$ cat src/rtl/fp32_multiplier.sv
// IEEE 754 binary32 multiplier, one registered stage, round-to-nearest-even.
// Subnormal inputs are treated as zero; underflowing results flush to zero.
module fp32_multiplier (
  input  logic        clk,
  input  logic        rst,
  input  logic        in_valid,
  input  logic [31:0] a,
  input  logic [31:0] b,
  output logic [31:0] p,
  output logic        out_valid
);

  localparam logic [31:0] QNAN = 32'h7FC00000;

  logic        sign;
  logic [7:0]  ea, eb;
  logic [22:0] fa, fb;
  logic        a_nan, b_nan, a_inf, b_inf, a_zero, b_zero;
  logic [47:0] prod;
  logic [23:0] kept;
  logic        guard, sticky, round_up;
  logic [24:0] rounded;
  logic [9:0]  exp_norm, exp_final;
  logic [22:0] frac_final;
  logic [31:0] p_d;

  assign sign   = a[31] ^ b[31];
  assign ea     = a[30:23];
  assign eb     = b[30:23];
  assign fa     = a[22:0];
  assign fb     = b[22:0];
  assign a_nan  = (ea == 8'hFF) && (fa != 23'd0);
  assign b_nan  = (eb == 8'hFF) && (fb != 23'd0);
  assign a_inf  = (ea == 8'hFF) && (fa == 23'd0);
  assign b_inf  = (eb == 8'hFF) && (fb == 23'd0);
  // exp=0 covers both true zero and subnormals, which are treated as zero
  assign a_zero = (ea == 8'h00);
  assign b_zero = (eb == 8'h00);

  assign prod = {1'b1, fa} * {1'b1, fb};

  always_comb begin
    kept   = 24'd0;
    guard  = 1'b0;
    sticky = 1'b0;
    if (prod[47]) begin
      kept   = prod[47:24];
      guard  = prod[23];
      sticky = |prod[22:0];
    end else begin
      kept   = prod[46:23];
      guard  = prod[22];
      sticky = |prod[21:0];
    end
  end

  assign round_up = guard & (sticky | kept[0]);
  assign rounded  = {1'b0, kept} + {24'd0, round_up};

  // 10-bit signed exponent leaves headroom to detect overflow and underflow
  assign exp_norm   = {2'b00, ea} + {2'b00, eb} - 10'd127 + {9'd0, prod[47]};
  assign exp_final  = exp_norm + {9'd0, rounded[24]};
  assign frac_final = rounded[24] ? rounded[23:1] : rounded[22:0];

  always_comb begin
    p_d = {sign, exp_final[7:0], frac_final};
    if (a_nan || b_nan) begin
      p_d = QNAN;
    end else if ((a_inf && b_zero) || (b_inf && a_zero)) begin
      p_d = QNAN;
    end else if (a_inf || b_inf) begin
      p_d = {sign, 8'hFF, 23'd0};
    end else if (a_zero || b_zero) begin
      p_d = {sign, 31'd0};
    end else if ($signed(exp_final) >= 10'sd255) begin
      p_d = {sign, 8'hFF, 23'd0};
    end else if ($signed(exp_final) <= 10'sd0) begin
      p_d = {sign, 31'd0};
    end
  end

  always_ff @(posedge clk or posedge rst) begin
    if (rst) begin
      p         <= 32'h00000000;
      out_valid <= 1'b0;
    end else begin
      p         <= p_d;
      out_valid <= in_valid;
    end
  end

endmodule

$ cat config.mk
export PLATFORM = sky130hd
export DESIGN_NAME = fp32_multiplier
export DESIGN_NICKNAME = d
export VERILOG_FILES = /design/src/rtl/fp32_multiplier.sv
export SDC_FILE = /design/constraint.sdc
export NUM_CORES = 2
export LEC_CHECK = 0
export ABC_CLOCK_PERIOD_IN_PS = 1000
export CORE_MARGIN = 2
export CORE_UTILIZATION = 32
export CTS_CLUSTER_DIAMETER = 30
export DETAILED_ROUTE_END_ITERATION = 8
export GPL_ROUTABILITY_DRIVEN = 0
export PLACE_DENSITY = 0.59
export SLEW_MARGIN = 25
export SYNTH_ARGS = -nofsm -noshare
export SYNTH_HDL_FRONTEND = slang
export SYNTH_SLANG_ARGS = --single-unit
$ cat constraint.sdc
create_clock -name clk -period 1 [get_ports clk]
set_clock_uncertainty 0.15 [all_clocks]
set_input_delay 0.1 -clock clk [delete_from_list [all_inputs] [get_ports clk]]
set_output_delay 0.1 -clock clk [all_outputs]
set_load 0.01 [all_outputs]
After elaboration in Yosys (flattened, before gate mapping)
Cells that the tools add are included.

storage, ports and cells
  register bits = 33
  input port bits = 67
  logic and storage cells = 43

operators by class
  add/sub/neg operators = 5
  $mul = 1
  $lt $le $gt $ge = 2
  equality and inequality tests = 2
  muxes and demuxes = 10
  bitwise logic cells = 3
  reduce and logical (&&, ||, !) cells = 18

operator list
  cell                    number
  $mux W31                4
  $mux W32                2
  $mul A24 B24 Y48        1
  $logic_not A23 Y1       2
  $reduce_bool A23 Y1     2
  $add A24 B1 Y25         1
  $mux W24                1
  $mux W23                1
  $reduce_or A23 Y1       1
  $reduce_or A22 Y1       1
  $add A10 B1 Y10         2
  $eq A8 B8 Y1 const B    2
  $logic_not A8 Y1        2
  $ge A10 B9 Y1 const B   1
  $le A10 B1 Y1 const B   1
  $sub A9 B7 Y10 const B  1
  $add A8 B8 Y9           1
  $logic_and A1 B1 Y1     6
  $logic_or A1 B1 Y1      4
  $mux W1                 2
  $and A1 B1 Y1           1
  $or A1 B1 Y1            1
  $xor A1 B1 Y1           1

Depth between registers and ports, before layout
  word-level depth = 14
  gate-level depth with buffers = 50
  gate-level depth less buffers = 46

Worst setup path after synthesis
Ideal clock, no wire load.

  path kind = input -> register
  start point = input port b[12]
  end point = register p[11]
  setup time = 0.094 ns
  arrival = 11.008 ns
  setup slack = -10.252 ns
  cell stages on the path = 48
  buffers on the path = 6
  cell sequence = clkbuf_1 > clkbuf_1 > nand2_1 > fa_1 > inv_1 > fa_1 > inv_1 > fa_1 > inv_1 > fa_1 > fa_1 > fa_1 > inv_1 > fa_1 > inv_1 > ha_1 > buf_2 > a21oi_1 > [12 not listed] > nor3_1 > o21ai_0 > nor4_1 > fa_1 > inv_1 > fa_1 > nor2b_1 > o21ai_0 > a21boi_0 > o21ai_0 > a21boi_0 > o21ai_0 > a21boi_0 > o22ai_1 > a211oi_1 > nand2_1 > buf_4 > a211oi_1

on the way
  cells in the longest elaborated chain, start to end = 14
  elaborated cells between the ends (all ways) = 28
  classes of those cells = 3 x add/sub; 1 x mul; 2 x order compare; 10 x mux; 2 x bitwise; 10 x reduce/logical

RTL lines
  element                                                 line    text
  start, declared                                         8       input logic [31:0] b,
  $mul A24 B24 Y48                                        40      assign prod = {1'b1, fa} * {1'b1, fb};
  $reduce_or A23 Y1 or $reduce_or A22 Y1 (tied branches)  49, 53
  $mux W1                                                 46      if (prod[47]) begin
  $or A1 B1 Y1                                            57      assign round_up = guard & (sticky | kept[0]);
  $and A1 B1 Y1                                           57
  $add A24 B1 Y25                                         58      assign rounded = {1'b0, kept} + {24'd0, round_up};
  $add A10 B1 Y10                                         62      assign exp_final = exp_norm + {9'd0, rounded[24]};
  $le A10 B1 Y1                                           77      end else if ($signed(exp_final) <= 10'sd0) begin
  $mux W31                                                77
  $mux W31                                                75      end else if ($signed(exp_final) >= 10'sd255) begin
  $mux W31                                                73      end else if (a_zero || b_zero) begin
  $mux W31                                                71      end else if (a_inf || b_inf) begin
  $mux W32                                                69      end else if ((a_inf && b_zero) || (b_inf && a_zero)) begin
  $mux W32 *                                              67      if (a_nan || b_nan) begin
  net p_d[11]                                             25      logic [31:0] p_d;
  end signal, assigned                                    87      p <= p_d;
  end, declared                                           9       output logic [31:0] p,

Mark *: on every way through the listed nets, which the timed path passes. The rest lies on a longest branch.

Final worst setup path
  start point = input port a[1]
  end point = register p[0]

on the way
  cells in the longest elaborated chain, start to end = 14
  elaborated cells between the ends (all ways) = 28
  classes of those cells = 3 x add/sub; 1 x mul; 2 x order compare; 10 x mux; 2 x bitwise; 10 x reduce/logical

RTL lines
  element                                                 line    text
  start, declared                                         7       input logic [31:0] a,
  $mul A24 B24 Y48                                        40
  $reduce_or A23 Y1 or $reduce_or A22 Y1 (tied branches)  49, 53
  $mux W1                                                 46
  $or A1 B1 Y1                                            57
  $and A1 B1 Y1                                           57
  $add A24 B1 Y25                                         58
  $add A10 B1 Y10                                         62
  $le A10 B1 Y1                                           77
  $mux W31                                                77
  $mux W31                                                75
  $mux W31                                                73
  $mux W31                                                71
  $mux W32                                                69
  $mux W32 *                                              67
  net p_d[0]                                              25

Marks and branches as above.

==> impl_metrics.csv <==
group,metric,value,unit
status,status,"complete, but fails checks",
status,violations,"setup timing",
synth,synth_cells,2652,
floorplanning,die_w,270,um
worst_setup_path,cp-start-kind,"input port",
clocking,htreeDepth,2,
clocking,cts_made_buffers,5,
route,drt-total-wl,75400,um
placement,dp.cells,4080,
synth,synth.net_count,3392,
clocking,clock_sinks,33,
worst_setup_path,cp_slowest_cell,"fa_2",
worst_setup_path,cpPeakStageDelay,0.59,ns
worst_hold_path,hold_class,"in2async",
layout,drive_gt1_share,30.7,%
layout,final_nets,4055,
synth,synth-seq-cells,33,
synth,synth_edf_count,0,
worst_setup_path,crit_type,"in2reg",
route,postRouteAntennaNets,0,
sta,setup_violations,65,
global_route,gr-total-overflow,0,
route,drcViolationCount,0,
clocking,clockBufferDepth,2,
floorplanning,io_pins,100,
global_route,antenna_found_initial,0,
synth,syn_area_per_cell,8.51,sq um
route,vias_per_cell,4.80,
worst_setup_path,crit_fanout,18,
floorplanning,die_area,0.0727,sq mm
worst_setup_path,crit_arrival,9.76,ns
placement,hpwl,58400,um
sta,slew_headroom,63.4,%
placement,port_buffers,99,
floorplanning,fp.dieH,270,um
synth,yosys_warnings,0,
synth,yosys.area.top_type,"fa_1",
worst_setup_path,cp_data_required_time,1.00,ns
synth,synthArstFlopShare,100,%
synth,synthesis.area,0.0226,sq mm
sta,postLayoutSetupSlackWorst,-8.76,ns
global_route,grt_first_pass_wirelength,123000,um
layout,num_antenna_cells,0,
clocking,cts_hold_buffers,0,
synth,ys.flop_type,"dfrtp_1",
sta,post-route-period-util,976,%
clocking,cts_root_buf,"clkbuf_16",
global_route,grt_max_degree,34,
synth,yosysSeqAreaShare,3.66,%
worst_setup_path,crit_top_cell,"buf_4",
synth,ys_types,86,
sta,rsz0062_at_grt,"yes",
layout,seq_area,826,sq um
route,drt_iter0_markers,1343,
floorplanning,rows,97,
global_route,grt_pass1_vias,22000,
layout,fillerInstances,6775,
layout,multi_input_area,0.0201,sq mm
clocking,cts_tree,"done",
route,vias,20400,
synth,synth.top_cell.area_share,42.9,%
sta,tightest_slew,0.542,ns
job,max_cap_violations,0,
layout,final_cells,4256,
synth,synth_area_leaders,"fa_1 (43%), ha_1 (10%), inv_1 (10%)",
layout,synthToLayoutAreaGrowth,40.7,%
route,wire_per_inst,17.7,um
sta,max_freq,102,MHz
sta,fin_crit,9.76,ns
sta,slew_violations,0,
worst_setup_path,end_kind,"register",
global_route,track_usage,21.3,%
sta,hold_violations,0,
clocking,path_clk_slew,0.05,ns
floorplanning,coreArea,0.0699,sq mm
route,firstDrtPassIters,9,
floorplanning,initial_core_util,32.3,%
==> cell usage in the layout (no fill, tap or decap), types with 21 or more instances in the layout <==
master	Yosys	routed
inv_1	615	588
buf_4	2	564
fa_1	484	446
nand2_1	331	312
and2_1	252	235
ha_1	189	167
nor2_1	110	94
buf_12	0	57
a21oi_1	88	56
buf_6	0	54
fa_2	0	38
xnor2_1	35	35
buf_2	14	34
dfrtp_1	33	33
o21ai_0	49	32
a21oi_2	2	29
o21ai_1	16	23
nor4_1	34	23
clkdlybuf4s50_1	0	22
inv_2	1	21
==> stage by stage <==
| step | setup slack (ns) | cell area, sq um | setup TNS, ns | hold WS [ns] | util, % |
|---|---|---|---|---|---|
| 3_3_place_gp | -9.47 | 28800 | -293.58 | 0.308 | 41.2 |
| 6_report | -8.76 | 31800 | -267.75 | 0.00209 | 45.4 |
| 5_1_grt | -9.11 | 31800 | -282.44 | 0.0488 | 45.4 |
| 3_5_place_dp | -9.52 | 28800 | -294.87 | 0.311 | 41.2 |
| 4_1_cts | -8.65 | 31300 | -267.29 | 0.0148 | 44.8 |
| 2_1_floorplan | -8.70 | 23000 | -264.03 | -0.0186 | - |
==> layout make-up <==
| cell class | instances | area share [%] |
|---|---|---|
| clock buffer | 6 | 0.406 |
| clock inverter | 2 | 0.0315 |
| inverter | 619 | 7.42 |
| multi-input combinational | 1883 | 63.1 |
| sequential | 33 | 2.60 |
| tap | 940 | 3.70 |
| timing repair buffer | 773 | 22.7 |
==> how the worst max path moves through the flow <==
stage | start | endpoint | slack, ns | depth (start not counted)
after floorplan | b[7] | p[21]$_DFF_PP0_ | -8.70 | 48
after global placement | b[0] | p[0]$_DFF_PP0_ | -9.47 | 49
after detailed placement | b[0] | p[0]$_DFF_PP0_ | -9.52 | 48
after CTS | a[14] | p[11]$_DFF_PP0_ | -8.65 | 50
after global routing | a[9] | p[4]$_DFF_PP0_ | -9.11 | 48
final | a[1] | p[0]$_DFF_PP0_ | -8.76 | 57
==> worst max-delay path, delay by kind of cell <==
family	cells	cell delay [ns]
fa+ha+maj	8	3.58
simple gates	7	0.69
compound gates	5	0.70
buf+inv	37	4.67
==> repair_timing <==
| action | 4_1_cts | 5_1_grt |
|---|---|---|
| endpoints found under the setup margin | 65 | 65 |
| resized for setup | 513 | 110 |
| cloned | 20 | 0 |
| pin swaps | 110 | 77 |
| setup buffers | 137 | 17 |
==> sequential cells by signal, summed over array words and instances, names as in the netlist <==
signal,count
p,32
out_valid,1
==> synthesized netlist by cell type, types with 4 or more instances <==
cell,instances
a21boi_0,5
nor3_1,23
a211o_1,4
mux2_2,4
a31oi_1,5
a21oi_1,88
and3_1,15
nor2_1,110
nand3b_1,6
xor2_1,16
o21bai_1,5
nor3b_1,6
dfrtp_1,33
o2111ai_1,8
o211ai_1,14
nand2b_1,6
o21ai_1,16
xnor2_1,35
nand2_1,331
o21a_1,11
inv_1,615
nand3_1,20
fa_1,484
buf_2,14
or2_2,5
ha_1,189
nor2b_1,7
o21ai_0,49
nor4_1,34
nand4_1,16
clkbuf_1,97
a211oi_1,10
and2_1,252
buf_1,4
mux2i_1,9
nor3_2,4
a21o_1,13
or3_1,7
==> per-layer routing <==
metal	global-route usage [%]	vias up	wire length [um]
met5	0	-	0
met4	6.78	0	2770
met3	2.89	148	4810
met2	35.4	678	35500
met1	28.6	10200	32300
li1	-	9436	-
==> logic make-up (layout without fill, tap and decap cells) <==
logic type,Yosys count,count (layout),synth area share (%)
simple gates,865,865,19.5
fa+ha+maj,673,673,53.4
buf+inv,736,1400,12.4
mux,13,13,0.599
flops,33,33,3.66
compound gates,281,281,8.51
xor+xnor,51,51,1.98
Power is left out: the tool's default activity adds up to more than one toggle a clock period on the data nets, which glitch-free logic cannot reach.
